===== src/rtl/axi_ad7124_pwr_seq_if.sv =====
// axi_ad7124_pwr_seq_if: request levels from the register block and sequencer status back to it
// Ports (signals):
//   ctrl_power_en   - power request level (1 = on)
//   ctrl_relay_ctrl - relay request level (1 = calibration, 0 = normal)
//   sts_ready       - supply stable, relay in position, no sequence running
//   sts_relay_pos   - last relay position actually driven
//   sts_state       - current sequencer state code
// Modports: master = register block side, slave = sequencer side.
interface axi_ad7124_pwr_seq_if;
    logic       ctrl_power_en;
    logic       ctrl_relay_ctrl;
    logic       sts_ready;
    logic       sts_relay_pos;
    logic [2:0] sts_state;
    modport master (
        output ctrl_power_en, ctrl_relay_ctrl,
        input  sts_ready, sts_relay_pos, sts_state
    );
    modport slave (
        input  ctrl_power_en, ctrl_relay_ctrl,
        output sts_ready, sts_relay_pos, sts_state
    );
endinterface


===== src/rtl/axi_ad7124_pwr_seq.sv =====
// axi_ad7124_pwr_seq: power/reset/latching-relay sequencer for the AD7124 front end
// Ports:
//   up_clk, up_rstn - clock and asynchronous active-low reset
//   bus             - request levels in, status out (slave modport)
//   pwr_en          - load-switch enable
//   adc_rst_n       - ADC reset, active low
//   relay_set       - coil drive toward calibration position
//   relay_rst       - coil drive toward normal position
module axi_ad7124_pwr_seq #(
    parameter int PWR_SETTLE_CYCLES   = 100000,
    parameter int RELAY_PULSE_CYCLES  = 1000000,
    parameter int RELAY_SETTLE_CYCLES = 500000,
    parameter int PWR_OFF_CYCLES      = 200000
) (
    input  logic                       up_clk,
    input  logic                       up_rstn,
    axi_ad7124_pwr_seq_if.slave        bus,
    output logic                       pwr_en,
    output logic                       adc_rst_n,
    output logic                       relay_set,
    output logic                       relay_rst
);
    localparam int MAX_A = (PWR_SETTLE_CYCLES > RELAY_PULSE_CYCLES) ? PWR_SETTLE_CYCLES : RELAY_PULSE_CYCLES;
    localparam int MAX_B = (RELAY_SETTLE_CYCLES > PWR_OFF_CYCLES) ? RELAY_SETTLE_CYCLES : PWR_OFF_CYCLES;
    localparam int MAXP  = (MAX_A > MAX_B) ? MAX_A : MAX_B;
    localparam int CW    = (MAXP > 1) ? $clog2(MAXP) : 1;
    localparam logic [CW-1:0] PS_LD = CW'(PWR_SETTLE_CYCLES - 1);
    localparam logic [CW-1:0] RP_LD = CW'(RELAY_PULSE_CYCLES - 1);
    localparam logic [CW-1:0] RS_LD = CW'(RELAY_SETTLE_CYCLES - 1);
    localparam logic [CW-1:0] PO_LD = CW'(PWR_OFF_CYCLES - 1);
    typedef enum logic [2:0] {
        OFF          = 3'd0,
        PWR_SETTLE   = 3'd1,
        RELAY_PULSE  = 3'd2,
        RELAY_SETTLE = 3'd3,
        READY        = 3'd4,
        PWR_DOWN     = 3'd5
    } state_t;
    state_t        state, state_n;
    logic [CW-1:0] cnt, cnt_n;
    logic          target, target_n;
    logic          pos, pos_n;
    logic          done;
    logic          pe, rc;
    logic          pwr_en_n, adc_rst_n_n, relay_set_n, relay_rst_n, ready_n;
    assign pe = bus.ctrl_power_en;
    assign rc = bus.ctrl_relay_ctrl;
    always_comb begin
        done     = (cnt == '0);
        state_n  = state;
        cnt_n    = done ? cnt : cnt - CW'(1);
        target_n = target;
        pos_n    = pos;
        case (state)
            OFF:
                if (pe) begin
                    state_n = PWR_SETTLE;
                    cnt_n   = PS_LD;
                end
            PWR_SETTLE:
                if (!pe) begin
                    state_n = PWR_DOWN;
                    cnt_n   = PO_LD;
                end else if (done) begin
                    // forced pulse: relay position is unknown after power loss
                    state_n  = RELAY_PULSE;
                    cnt_n    = RP_LD;
                    target_n = rc;
                    pos_n    = rc;
                end
            RELAY_PULSE:
                if (done) begin
                    state_n = RELAY_SETTLE;
                    cnt_n   = RS_LD;
                end
            RELAY_SETTLE:
                if (!pe) begin
                    state_n = PWR_DOWN;
                    cnt_n   = PO_LD;
                end else if (done) begin
                    if (rc != target) begin
                        state_n  = RELAY_PULSE;
                        cnt_n    = RP_LD;
                        target_n = rc;
                        pos_n    = rc;
                    end else begin
                        state_n = READY;
                    end
                end
            READY:
                if (!pe) begin
                    state_n = PWR_DOWN;
                    cnt_n   = PO_LD;
                end else if (rc != pos) begin
                    state_n  = RELAY_PULSE;
                    cnt_n    = RP_LD;
                    target_n = rc;
                    pos_n    = rc;
                end
            PWR_DOWN:
                if (done) state_n = OFF;
            default: begin
                state_n = OFF;
                cnt_n   = '0;
            end
        endcase
        // outputs decoded from the next state so they move with the state register
        pwr_en_n    = (state_n == PWR_SETTLE) || (state_n == RELAY_PULSE) ||
                      (state_n == RELAY_SETTLE) || (state_n == READY);
        adc_rst_n_n = (state_n == RELAY_PULSE) || (state_n == RELAY_SETTLE) || (state_n == READY);
        relay_set_n = (state_n == RELAY_PULSE) && target_n;
        relay_rst_n = (state_n == RELAY_PULSE) && !target_n;
        ready_n     = (state_n == READY);
    end
    always_ff @(posedge up_clk or negedge up_rstn) begin
        if (!up_rstn) begin
            state             <= OFF;
            cnt               <= '0;
            target            <= 1'b0;
            pos               <= 1'b0;
            pwr_en            <= 1'b0;
            adc_rst_n         <= 1'b0;
            relay_set         <= 1'b0;
            relay_rst         <= 1'b0;
            bus.sts_ready     <= 1'b0;
            bus.sts_relay_pos <= 1'b0;
            bus.sts_state     <= 3'd0;
        end else begin
            state             <= state_n;
            cnt               <= cnt_n;
            target            <= target_n;
            pos               <= pos_n;
            pwr_en            <= pwr_en_n;
            adc_rst_n         <= adc_rst_n_n;
            relay_set         <= relay_set_n;
            relay_rst         <= relay_rst_n;
            bus.sts_ready     <= ready_n;
            bus.sts_relay_pos <= pos_n;
            bus.sts_state     <= state_n;
        end
    end
endmodule

===== src/flat_wrapper.sv =====
// flat-port wrapper written by rule: the top's interface ports become plain ports
module axi_ad7124_pwr_seq_flat 
#(
    parameter int PWR_SETTLE_CYCLES   = 100000,
    parameter int RELAY_PULSE_CYCLES  = 1000000,
    parameter int RELAY_SETTLE_CYCLES = 500000,
    parameter int PWR_OFF_CYCLES      = 200000
)
  (up_clk, up_rstn, pwr_en, adc_rst_n, relay_set, relay_rst, bus_ctrl_power_en, bus_ctrl_relay_ctrl, bus_sts_ready, bus_sts_relay_pos, bus_sts_state);
  axi_ad7124_pwr_seq_if bus_i ();
  input  logic up_clk;
  input  logic up_rstn;
  output logic pwr_en;
  output logic adc_rst_n;
  output logic relay_set;
  output logic relay_rst;
  input wire logic [$bits(bus_i.ctrl_power_en)-1:0] bus_ctrl_power_en;
  input wire logic [$bits(bus_i.ctrl_relay_ctrl)-1:0] bus_ctrl_relay_ctrl;
  output wire logic [$bits(bus_i.sts_ready)-1:0] bus_sts_ready;
  output wire logic [$bits(bus_i.sts_relay_pos)-1:0] bus_sts_relay_pos;
  output wire logic [$bits(bus_i.sts_state)-1:0] bus_sts_state;
  assign bus_i.ctrl_power_en = bus_ctrl_power_en;
  assign bus_i.ctrl_relay_ctrl = bus_ctrl_relay_ctrl;
  assign bus_sts_ready = bus_i.sts_ready;
  assign bus_sts_relay_pos = bus_i.sts_relay_pos;
  assign bus_sts_state = bus_i.sts_state;
  axi_ad7124_pwr_seq #(.PWR_SETTLE_CYCLES(PWR_SETTLE_CYCLES), .RELAY_PULSE_CYCLES(RELAY_PULSE_CYCLES), .RELAY_SETTLE_CYCLES(RELAY_SETTLE_CYCLES), .PWR_OFF_CYCLES(PWR_OFF_CYCLES)) u_core (.up_clk(up_clk), .up_rstn(up_rstn), .bus(bus_i), .pwr_en(pwr_en), .adc_rst_n(adc_rst_n), .relay_set(relay_set), .relay_rst(relay_rst));
endmodule

===== config.mk =====
export PLATFORM = sky130hd
export DESIGN_NAME = axi_ad7124_pwr_seq_flat
export DESIGN_NICKNAME = d
export VERILOG_FILES = /design/src/rtl/axi_ad7124_pwr_seq_if.sv /design/src/rtl/axi_ad7124_pwr_seq.sv /design/src/flat_wrapper.sv
export SDC_FILE = /design/constraint.sdc
export NUM_CORES = 1
export LEC_CHECK = 0
export ABC_AREA = 0
export BUFFER_PORTS_ARGS = -buffer_cell sky130_fd_sc_hd__clkbuf_2
export CELL_PAD_IN_SITES_DETAIL_PLACEMENT = 1
export CELL_PAD_IN_SITES_GLOBAL_PLACEMENT = 1
export CORE_ASPECT_RATIO = 1.25
export CORE_MARGIN = 2
export CORE_UTILIZATION = 35
export CTS_BUF_LIST = sky130_fd_sc_hd__clkbuf_4 sky130_fd_sc_hd__clkbuf_8 sky130_fd_sc_hd__clkbuf_16
export DETAILED_ROUTE_END_ITERATION = 8
export GPL_ROUTABILITY_DRIVEN = 1
export PLACE_DENSITY_LB_ADDON = 0.12
export SYNTH_ARGS = -nofsm -noshare
export SYNTH_HDL_FRONTEND = slang
export SYNTH_SLANG_ARGS = --single-unit

===== constraint.sdc =====
create_clock -name up_clk -period 6.05 [get_ports up_clk]
set_input_delay 0.9075 -clock up_clk [delete_from_list [all_inputs] [get_ports up_clk]]
set_output_delay 0.9075 -clock up_clk [all_outputs]
set_load 0.01 [all_outputs]

Word level (Yosys, flattened, before mapping)

Cells that the tools add are included.

Register bits after elaboration: 30
Bits in latches: 0
Bits in writable memories: 0
Memory bits (read-only): 0
Bits of input ports: 4
Output and inout port bits: 9
Word-level logic and storage cells: 78
Memories kept: 0

Add/subtract/negate cells: 1
Multiply operators: 0
Divide/modulo/power cells: 0
Order comparisons: 0
Eq/ne operators: 18
Shift operators: 0
Muxes and demuxes: 38
Bitwise gates (word level): 0
Reductions and logical operators: 12

Operator list:

| cell                                               | number |
|---|---|
| 2-to-1 mux 20 bit                                  | 10 |
| one-hot mux 20 bit (6 select lines)                | 1 |
| 2-to-1 mux 3 bit                                   | 10 |
| logical NOT 20 bit                                 | 1 |
| subtractor 20 x 1 -> 20 bit, second input constant | 1 |
| one-hot mux 3 bit (6 select lines)                 | 1 |
| 2-to-1 mux 1 bit                                   | 14 |
| == test 3 x 2 -> 1 bit, second input constant      | 4 |
| == test 3 bit, second input constant               | 3 |
| != test 2 x 1 -> 1 bit, second input constant      | 4 |
| AND reduction 8 bit                                | 1 |
| == test 3 x 1 -> 1 bit, second input constant      | 2 |
| != test 2 bit, second input constant               | 3 |
| one-hot mux 1 bit (3 select lines)                 | 2 |
| logical OR 1 bit                                   | 5 |
| logical NOT 3 bit                                  | 1 |
| nonzero test 3 bit                                 | 1 |
| logical AND 1 bit                                  | 2 |
| != test 1 bit                                      | 2 |
| logical NOT 1 bit                                  | 1 |

Logic depth before layout (Yosys ltp)

Gate-level depths: netlist of run 1.

Depth in word-level cells: 9
Gate-level depth with buffers: 12
Mapped depth without buffers: 11

Least setup slack after synthesis of run 1

No wires, ideal clock.

Path kind: flip-flop to flip-flop
Start: register u_core.cnt[0]
End: register u_core.cnt[0]
Setup time: 0.129 ns
Arrival: 2.102 ns
Data required time: 5.921 ns
Slack: 3.819 ns
Cell stages (with the launch flop): 13
Buffers on the path: 1
Period minus slack after synthesis: 2.231 ns
Cells stage by stage: dfrtp_1 -> inv_1 -> ha_1 -> nor2b_1 -> and2b_2 -> and2_4 -> inv_2 -> clkbuf_1 -> ha_1 -> nor2_1 -> nand2_1 -> a31oi_1 -> nand3_1

Word-level cells in the longest chain between the ends: 6
Elaborated cells between the ends (all ways): 13
Those cells by class: 1 x add/sub; 11 x mux; 1 x reduce/logical

Ends and longest elaborated chain:

| what                                                              | line                                               | source |
|---|---|---|
| start: declaration                                                | axi_ad7124_pwr_seq.sv:40                           | `logic [CW-1:0] cnt, cnt_n;` |
| start signal: assignment                                          | axi_ad7124_pwr_seq.sv:130                          | `cnt <= cnt_n;` |
| subtractor 20 x 1 -> 20 bit or logical NOT 20 bit (tied branches) | axi_ad7124_pwr_seq.sv:51, axi_ad7124_pwr_seq.sv:49 |  |
| 2-to-1 mux 20 bit                                                 | axi_ad7124_pwr_seq.sv:51                           | `cnt_n = done ? cnt : cnt - CW'(1);` |
| 2-to-1 mux 20 bit                                                 | axi_ad7124_pwr_seq.sv:81                           | `if (rc != target) begin` |
| 2-to-1 mux 20 bit                                                 | axi_ad7124_pwr_seq.sv:80                           | `end else if (done) begin` |
| 2-to-1 mux 20 bit                                                 | axi_ad7124_pwr_seq.sv:77                           | `if (!pe) begin` |
| one-hot mux 20 bit (6 select lines) *                             | axi_ad7124_pwr_seq.sv:54                           | `case (state)` |
| net u_core.cnt_n[0]                                               | axi_ad7124_pwr_seq.sv:40                           |  |

Mark *: on every way through the listed nets, which the timed path passes. The rest lies on a longest branch.
A chain may end at the register's enable or synchronous reset.

Worst setup path in the final report of run 1

Start: register u_core.cnt[9]
End: register u_core.pwr_en

Word-level cells in the longest chain between the ends: 8
Elaborated cells between the ends (all ways): 15
Those cells by class: 4 x eq/ne; 7 x mux; 4 x reduce/logical

Ends and longest elaborated chain:

| what                                                             | line                                               | source |
|---|---|---|
| logical NOT 20 bit *                                             | axi_ad7124_pwr_seq.sv:49                           | `done = (cnt == '0);` |
| 2-to-1 mux 3 bit (on tied branches)                              | axi_ad7124_pwr_seq.sv:80, axi_ad7124_pwr_seq.sv:64 |  |
| 2-to-1 mux 3 bit (on tied branches)                              | axi_ad7124_pwr_seq.sv:77, axi_ad7124_pwr_seq.sv:61 |  |
| one-hot mux 3 bit (6 select lines) *                             | axi_ad7124_pwr_seq.sv:54                           |  |
| net u_core.state_n[0]                                            | axi_ad7124_pwr_seq.sv:39                           | `state_t state, state_n;` |
| == test 3 x 1 -> 1 bit or == test 3 x 2 -> 1 bit (tied branches) | axi_ad7124_pwr_seq.sv:108                          | `pwr_en_n = (state_n == PWR_SETTLE) \|\| (state_n == RELAY_PULSE) \|\|` |
| logical OR 1 bit (2 in a row)                                    | axi_ad7124_pwr_seq.sv:108                          |  |
| logical OR 1 bit *                                               | axi_ad7124_pwr_seq.sv:109                          | `(state_n == RELAY_SETTLE) \|\| (state_n == READY);` |
| net u_core.pwr_en_n                                              | axi_ad7124_pwr_seq.sv:45                           | `logic pwr_en_n, adc_rst_n_n, relay_set_n, relay_rst_n, ready_n;` |
| end signal: assignment                                           | axi_ad7124_pwr_seq.sv:133                          | `pwr_en <= pwr_en_n;` |
| end: declaration                                                 | axi_ad7124_pwr_seq.sv:18                           | `output logic pwr_en,` |

Marks and branches as above.

==> flow_summary.json, run 1 <==
{
  "clk-insertion-delay-late_ns": 0.29,
  "power_leakage_nw": 0.9448,
  "final_nets": 278,
  "syn_to_final_growth_pct": 9.096,
  "post-route-period-util_pct": 47.10,
  "dieArea_mm2": 0.006736,
  "ys_async_sr_fraction_pct": 100.0,
  "drt_pass1_iterations": 4,
  "core_region_area_mm2": 0.005857,
  "syn_area_per_cell_um2": 8.076,
  "antenna_found_initial": 0,
  "placement_rows": 31,
  "synth_top_family_by_area": "simple AND/OR/NAND/NOR gates",
  "num_io_pins": 13,
  "synth_cell_types": 49,
  "vias": 2038,
  "cts_resized": 0,
  "pwr_density_cell_mw_per_mm2": 354.3,
  "cts_hold_buf": 0,
  "finalHoldViolCount": 0,
  "ff2ff_path_depth": 7,
  "fill_cells": 723,
  "hold_class": "reg -> reg",
  "synth.most_common_cell": "nor2_1",
  "relSlewSlack_pct": 43.25,
  "post_cts_buffers": 0,
  "path_class": "reg -> reg",
  "cts_buffers": 5,
  "fin_util_pct": 39.71,
  "synth_fa_ha_area_share_pct": 1.761,
  "ys_seq_area_share_pct": 35.21,
  "cp_data_required_time_ns": 6.22,
  "period_minus_slack_ns": 2.850,
  "hold_depth": 2,
  "rsz0062_at_grt": "no",
  "dp_hpwl_um": 5195,
  "end_kind": "flop",
  "synth.top_cells.by_area": "dfrtp_1 (35%), nor2_1 (5.5%), a21oi_1 (5.2%), o21ai_0 (4.9%), nand2_1 (4.4%)",
  "wl_per_cell_um": 19.97,
  "grt_max_degree": 33,
  "clk_pin_slew_ns": 0.06,
  "track_usage_pct": 22.51,
  "gp_congestion": 0.8971,
  "antennaDiodeCount": 0,
  "fin_setup_tns_ns": 0,
  "finalSetupViolCount": 0,
  "ir_drop_mv": 0.1647,
  "die_y_um": 91.26,
  "h-tree-depth": 2,
  "place_ws_ns": 3.134,
  "clock_skew_ns": 0.009140,
  "port_buffers": 12,
  "max-cap-violations": 0,
  "ys_dominant_reg_cell": "dfrtp_1",
  "grt_pass1_vias": 2054,
  "ys_ff_latch": 30,
  "cts_sinks": 30,
  "synth_common_cells": "nor2_1 (31), dfrtp_1 (30), nand2_1 (25)",
  "setup_ws_ns": 3.200,
  "yosys.area_share.simple_pct": 28.40,
  "syn_area_mm2": 0.002132,
  "worstPathArrival_ns": 3.01,
  "fp.dieW_um": 73.81,
  "root_buffer": "clkbuf_8",
  "grt-ovfl-total": 0,
  "drv_slew": 0,
  "fmaxAchievable_mhz": 350.9,
  "initial_core_util_pct": 36.40,
  "synth_warnings": 0,
  "synthesis.nets": 271,
  "synth_xor_area_share_pct": 6.984,
  "tritoncts": "yes",
  "wl_um": 7031,
  "cp-start-kind": "flop",
  "drc_errors": 0,
  "detail_route.vias_per_cell": 5.790,
  "synthMuxAreaShare_pct": 1.702,
  "drive_gt1_share_pct": 11.48,
  "synth-compound-area-share_pct": 21.60,
  "syn_inst": 264,
  "synth-edff-count": 0,
  "ant_nets": 0,
  "grt_pass1_wl_um": 11360,
  "yosys.area.top_type": "dfrtp_1",
  "path_max_fanout": 22,
  "worstMarginPinSlew_ns": 0.8512,
  "cts.path.max_buffers": 2,
  "status": "finished clean",
  "synth_top_area_share_pct": 35.21,
  "dr.first_iter.drc_count": 99
}
-- metrics by stage --
stage	hold WS, ns	cells	area, µm²	power, W
after floorplan	0.5274	264	2132	0.0005486
after global placement	0.5521	346	2243	0.0006628
after detailed placement	0.5744	346	2243	0.0006619
after CTS	0.5891	352	2326	0.0008284
after global routing	0.6173	352	2326	0.0008836
final	0.5780	352	2326	0.0008240
-- routing by layer --
metal / global-route usage [%] / vias to the layer above / share of wire [%]
li1: - / 960 / -
met1: 29.49 / 1001 / 43
met2: 37.87 / 61 / 50
met3: 3.108 / 16 / 3.8
met4: 6.364 / 0 / 2.4
met5: 0 / - / 0
-- kinds of logic after synthesis --
| logic type | Yosys count |
|---|---|
| adder cells (fa/ha/maj) | 3 |
| flip-flops | 30 |
| AND/OR/NAND/NOR | 113 |
| AO/OA/AOI/OAI | 76 |
| multiplexers | 3 |
| buffers and inverters | 22 |
| XOR/XNOR | 17 |
-- report_power, final --
| group | internal, W | switching (W) | total, W |
|---|---|---|---|
| Clock | 0.0000876 | 0.0000748 | 0.000162 |
| Combinational | 0.000133 | 0.000209 | 0.000342 |
| Sequential | 0.000256 | 0.0000631 | 0.000320 |
| Total | 0.000477 | 0.000347 | 0.000824 |
-- cell type report --
class / instances / area (µm²) / area share [%]
Clock buffer: 6 / 82.58 / 3.550
Inverter: 9 / 33.78 / 1.452
Multi-Input combinational cell: 212 / 1289 / 55.41
Sequential cell: 30 / 750.7 / 32.28
Tap cell: 82 / 102.6 / 4.411
Timing Repair Buffer: 13 / 67.56 / 2.905
-- worst max-delay path, stage by stage, from the launching register on --
cell and delay (ns):
dfrtp_1 0.42, nor4_4 0.37, and4_1 0.48, and2_4 0.39, inv_2 0.21, and3_4 0.24
nor4_4 0.29, mux2_4 0.33
-- registers in the layout, summed over array words and instances (netlist names) --
register,flops
u_core.bus.sts_ready,1
u_core.relay_set,1
u_core.bus.sts_relay_pos,1
u_core.cnt,20
u_core.pwr_en,1
u_core.relay_rst,1
u_core.adc_rst_n,1
u_core.target,1
u_core.bus.sts_state,3
-- layout by cell type, fill, tap and decap left out, types with 2 or more instances in the layout --
master / count
o31ai_1: 2
clkbuf_2: 12
or4_1: 5
nor2b_1: 6
or3_1: 2
nor4_1: 3
or2_2: 2
inv_1: 8
o211ai_1: 4
clkbuf_8: 6
xnor2_1: 8
dfrtp_1: 30
nor2_1: 31
nand2b_1: 6
xor2_1: 9
ha_1: 3
a21oi_1: 22
o21ai_1: 2
a31oi_1: 5
a211o_1: 2
o22ai_1: 4
o21ai_0: 21
nand3_1: 8
a211oi_1: 6
nor4_4: 2
and2_1: 4
nand2_1: 25
and4_1: 2
nor3_1: 10
-- final timing paths --
kind,from,to,slack [ns]
setup / recovery,u_core.cnt[9]$_DFF_PN0_,u_core.pwr_en$_DFF_PN0_,3.20
hold reg to reg,u_core.cnt[12]$_DFF_PN0_,u_core.cnt[12]$_DFF_PN0_,0.58
setup reg to reg,u_core.cnt[9]$_DFF_PN0_,u_core.pwr_en$_DFF_PN0_,3.20
max in group asynchronous,up_rstn,u_core.relay_rst$_DFF_PN0_,4.84
min in group asynchronous,up_rstn,u_core.bus.sts_state[1]$_DFF_PN0_,0.70
hold / removal,u_core.cnt[12]$_DFF_PN0_,u_core.cnt[12]$_DFF_PN0_,0.58
No activity file was read; power rests on OpenSTA's default activity.
==> inputs of run 2 (changes only) <==
==> constraint.sdc (replaced) <==
create_clock -name up_clk -period 2.7 [get_ports up_clk]
set_input_delay 0.405 -clock up_clk [delete_from_list [all_inputs] [get_ports up_clk]]
set_output_delay 0.405 -clock up_clk [all_outputs]
set_load 0.01 [all_outputs]
==> run 2 against run 1 <==
Hold slack lost 0.39 ns; clock skew down 0.0026 ns; sequential power rose by 130%; fmax up 14%; register-to-register slack got worse by 3.0 ns; critical path type unchanged; critical endpoint is now u_core.cnt[14]$_DFF_PN0_; largest cell class unchanged.
==> flow_summary.json, run 2 (synthesis results as in run 1) <==
{
  "largest_reg_flops": 20,
  "grt-ovfl-total": 0,
  "dp_hpwl_um": 5511,
  "period_minus_slack_ns": 2.494,
  "die_y_um": 91.26,
  "end_kind": "flop",
  "power_w": 0.001914,
  "wl_per_cell_um": 19.36,
  "num_io_pins": 13,
  "cts_buffers": 5,
  "dr.first_iter.drc_count": 83,
  "busiest_layer": "met2",
  "final_cell_mix": "nor2_1 (31), dfrtp_1 (30), nand2_1 (25), a21oi_1 (22), o21ai_0 (21)",
  "post-route-period-util_pct": 92.35,
  "setup_ws_ns": 0.2064,
  "detail_route.vias_per_cell": 5.628,
  "vias": 2071,
  "grt_pass1_wl_um": 11740,
  "clk-insertion-delay-late_ns": 0.29,
  "max-cap-violations": 0,
  "ant_nets": 0,
  "cts.path.max_buffers": 2,
  "initial_core_util_pct": 36.40,
  "tritoncts": "yes",
  "reg.largest.list": "u_core.cnt x20, u_core.bus.sts_state x3",
  "fmaxAchievable_mhz": 401.0,
  "h-tree-depth": 2,
  "finalHoldViolCount": 0,
  "root_buffer": "clkbuf_8",
  "ir_drop_mv": 0.3718,
  "power_leakage_nw": 1.024,
  "path_class": "reg -> reg",
  "cp-start-kind": "flop",
  "grt_pass1_vias": 2236,
  "final_nets": 294,
  "cp_data_required_time_ns": 2.89,
  "track_usage_pct": 23.02,
  "clk_pin_slew_ns": 0.07,
  "hold_class": "in -> async",
  "grt_max_degree": 31,
  "drive_gt1_share_pct": 16.43,
  "rsz0062_at_grt": "no",
  "finalSetupViolCount": 0,
  "drc_errors": 0,
  "cts_resized": 0,
  "dieArea_mm2": 0.006736,
  "worstMarginPinSlew_ns": 0.8002,
  "antenna_found_initial": 0,
  "antennaDiodeCount": 0,
  "fp.dieW_um": 73.81,
  "grt.met3_usage_pct": 4.218,
  "holdWs_ns": 0.1898,
  "cts_hold_buf": 0,
  "clock_skew_ns": 0.006551,
  "grt_use_met1_pct": 28.94,
  "gp_congestion": 0.8457,
  "cts_sinks": 30,
  "regMostFlops": "u_core.cnt",
  "fin_setup_tns_ns": 0,
  "syn_to_final_growth_pct": 14.73,
  "post_cts_buffers": 0,
  "placement_rows": 31,
  "dp_cells": 362,
  "drt_pass1_iterations": 4,
  "core_region_area_mm2": 0.005857,
  "drv_slew": 0,
  "use_met2_pct": 38.39,
  "place_ws_ns": 0.2090,
  "path_max_fanout": 10,
  "relSlewSlack_pct": 46.65,
  "pwr_density_cell_mw_per_mm2": 782.6,
  "worstPathArrival_ns": 2.68,
  "layout_commonest_cell": "nor2_1",
  "port_buffers": 12,
  "wl_um": 7125,
  "final_cells": 368,
  "status": "finished clean"
}
run 2: metrics by stage:
step,cell area [µm²],utilization (%)
after CTS,2446,41.76
after detailed placement,2364,40.35
after global placement,2364,40.35
after global routing,2446,41.76
final,2446,41.76
after floorplan,2132,-
run 2: critical path: stages, from the launching register on:
cell     delay, ns
dfrtp_1       0.38
inv_1         0.09
ha_1          0.19
nor2b_1       0.13
and2b_2       0.25
and2_4        0.20
buf_4         0.17
or4_1         0.52
xor2_1        0.17
o31ai_1       0.27
run 2: layout make-up:
type	count	area (µm²)
Tap cell	82	102.6
Sequential cell	30	750.7
Timing Repair Buffer	29	187.7
Multi-Input combinational cell	212	1289
Inverter	9	33.78
Fill cell	735	3411
Clock buffer	6	82.58
run 2: layer usage:
metal  wire [µm]  vias up
li1            -      990
met1        3046     1018
met2        3629       49
met3         248       14
met4         201        0
met5           0        -
run 2: where the power goes:
| group | internal, W | total (W) | switching [W] |
|---|---|---|---|
| Clock | 0.000196 | 0.000375 | 0.000179 |
| Combinational | 0.000349 | 0.000799 | 0.000450 |
| Sequential | 0.000574 | 0.000740 | 0.000166 |
| Total | 0.00112 | 0.00191 | 0.000795 |
run 2: path summary, 6_finish.rpt:
path / to / cells after the start / startpoint / slack, ns
max: u_core.cnt[14]$_DFF_PN0_ / 9 / u_core.cnt[0]$_DFF_PN0_ / 0.21
min: u_core.cnt[7]$_DFF_PN0_ / 1 / up_rstn / 0.19
max reg2reg: u_core.cnt[14]$_DFF_PN0_ / 9 / u_core.cnt[0]$_DFF_PN0_ / 0.21
min reg2reg: u_core.cnt[12]$_DFF_PN0_ / 2 / u_core.cnt[12]$_DFF_PN0_ / 0.58
max in group asynchronous: u_core.cnt[2]$_DFF_PN0_ / 1 / up_rstn / 2.00
min in group up_clk: u_core.bus.sts_relay_pos$_DFFE_PN0P_ / 2 / bus_ctrl_relay_ctrl / 0.46
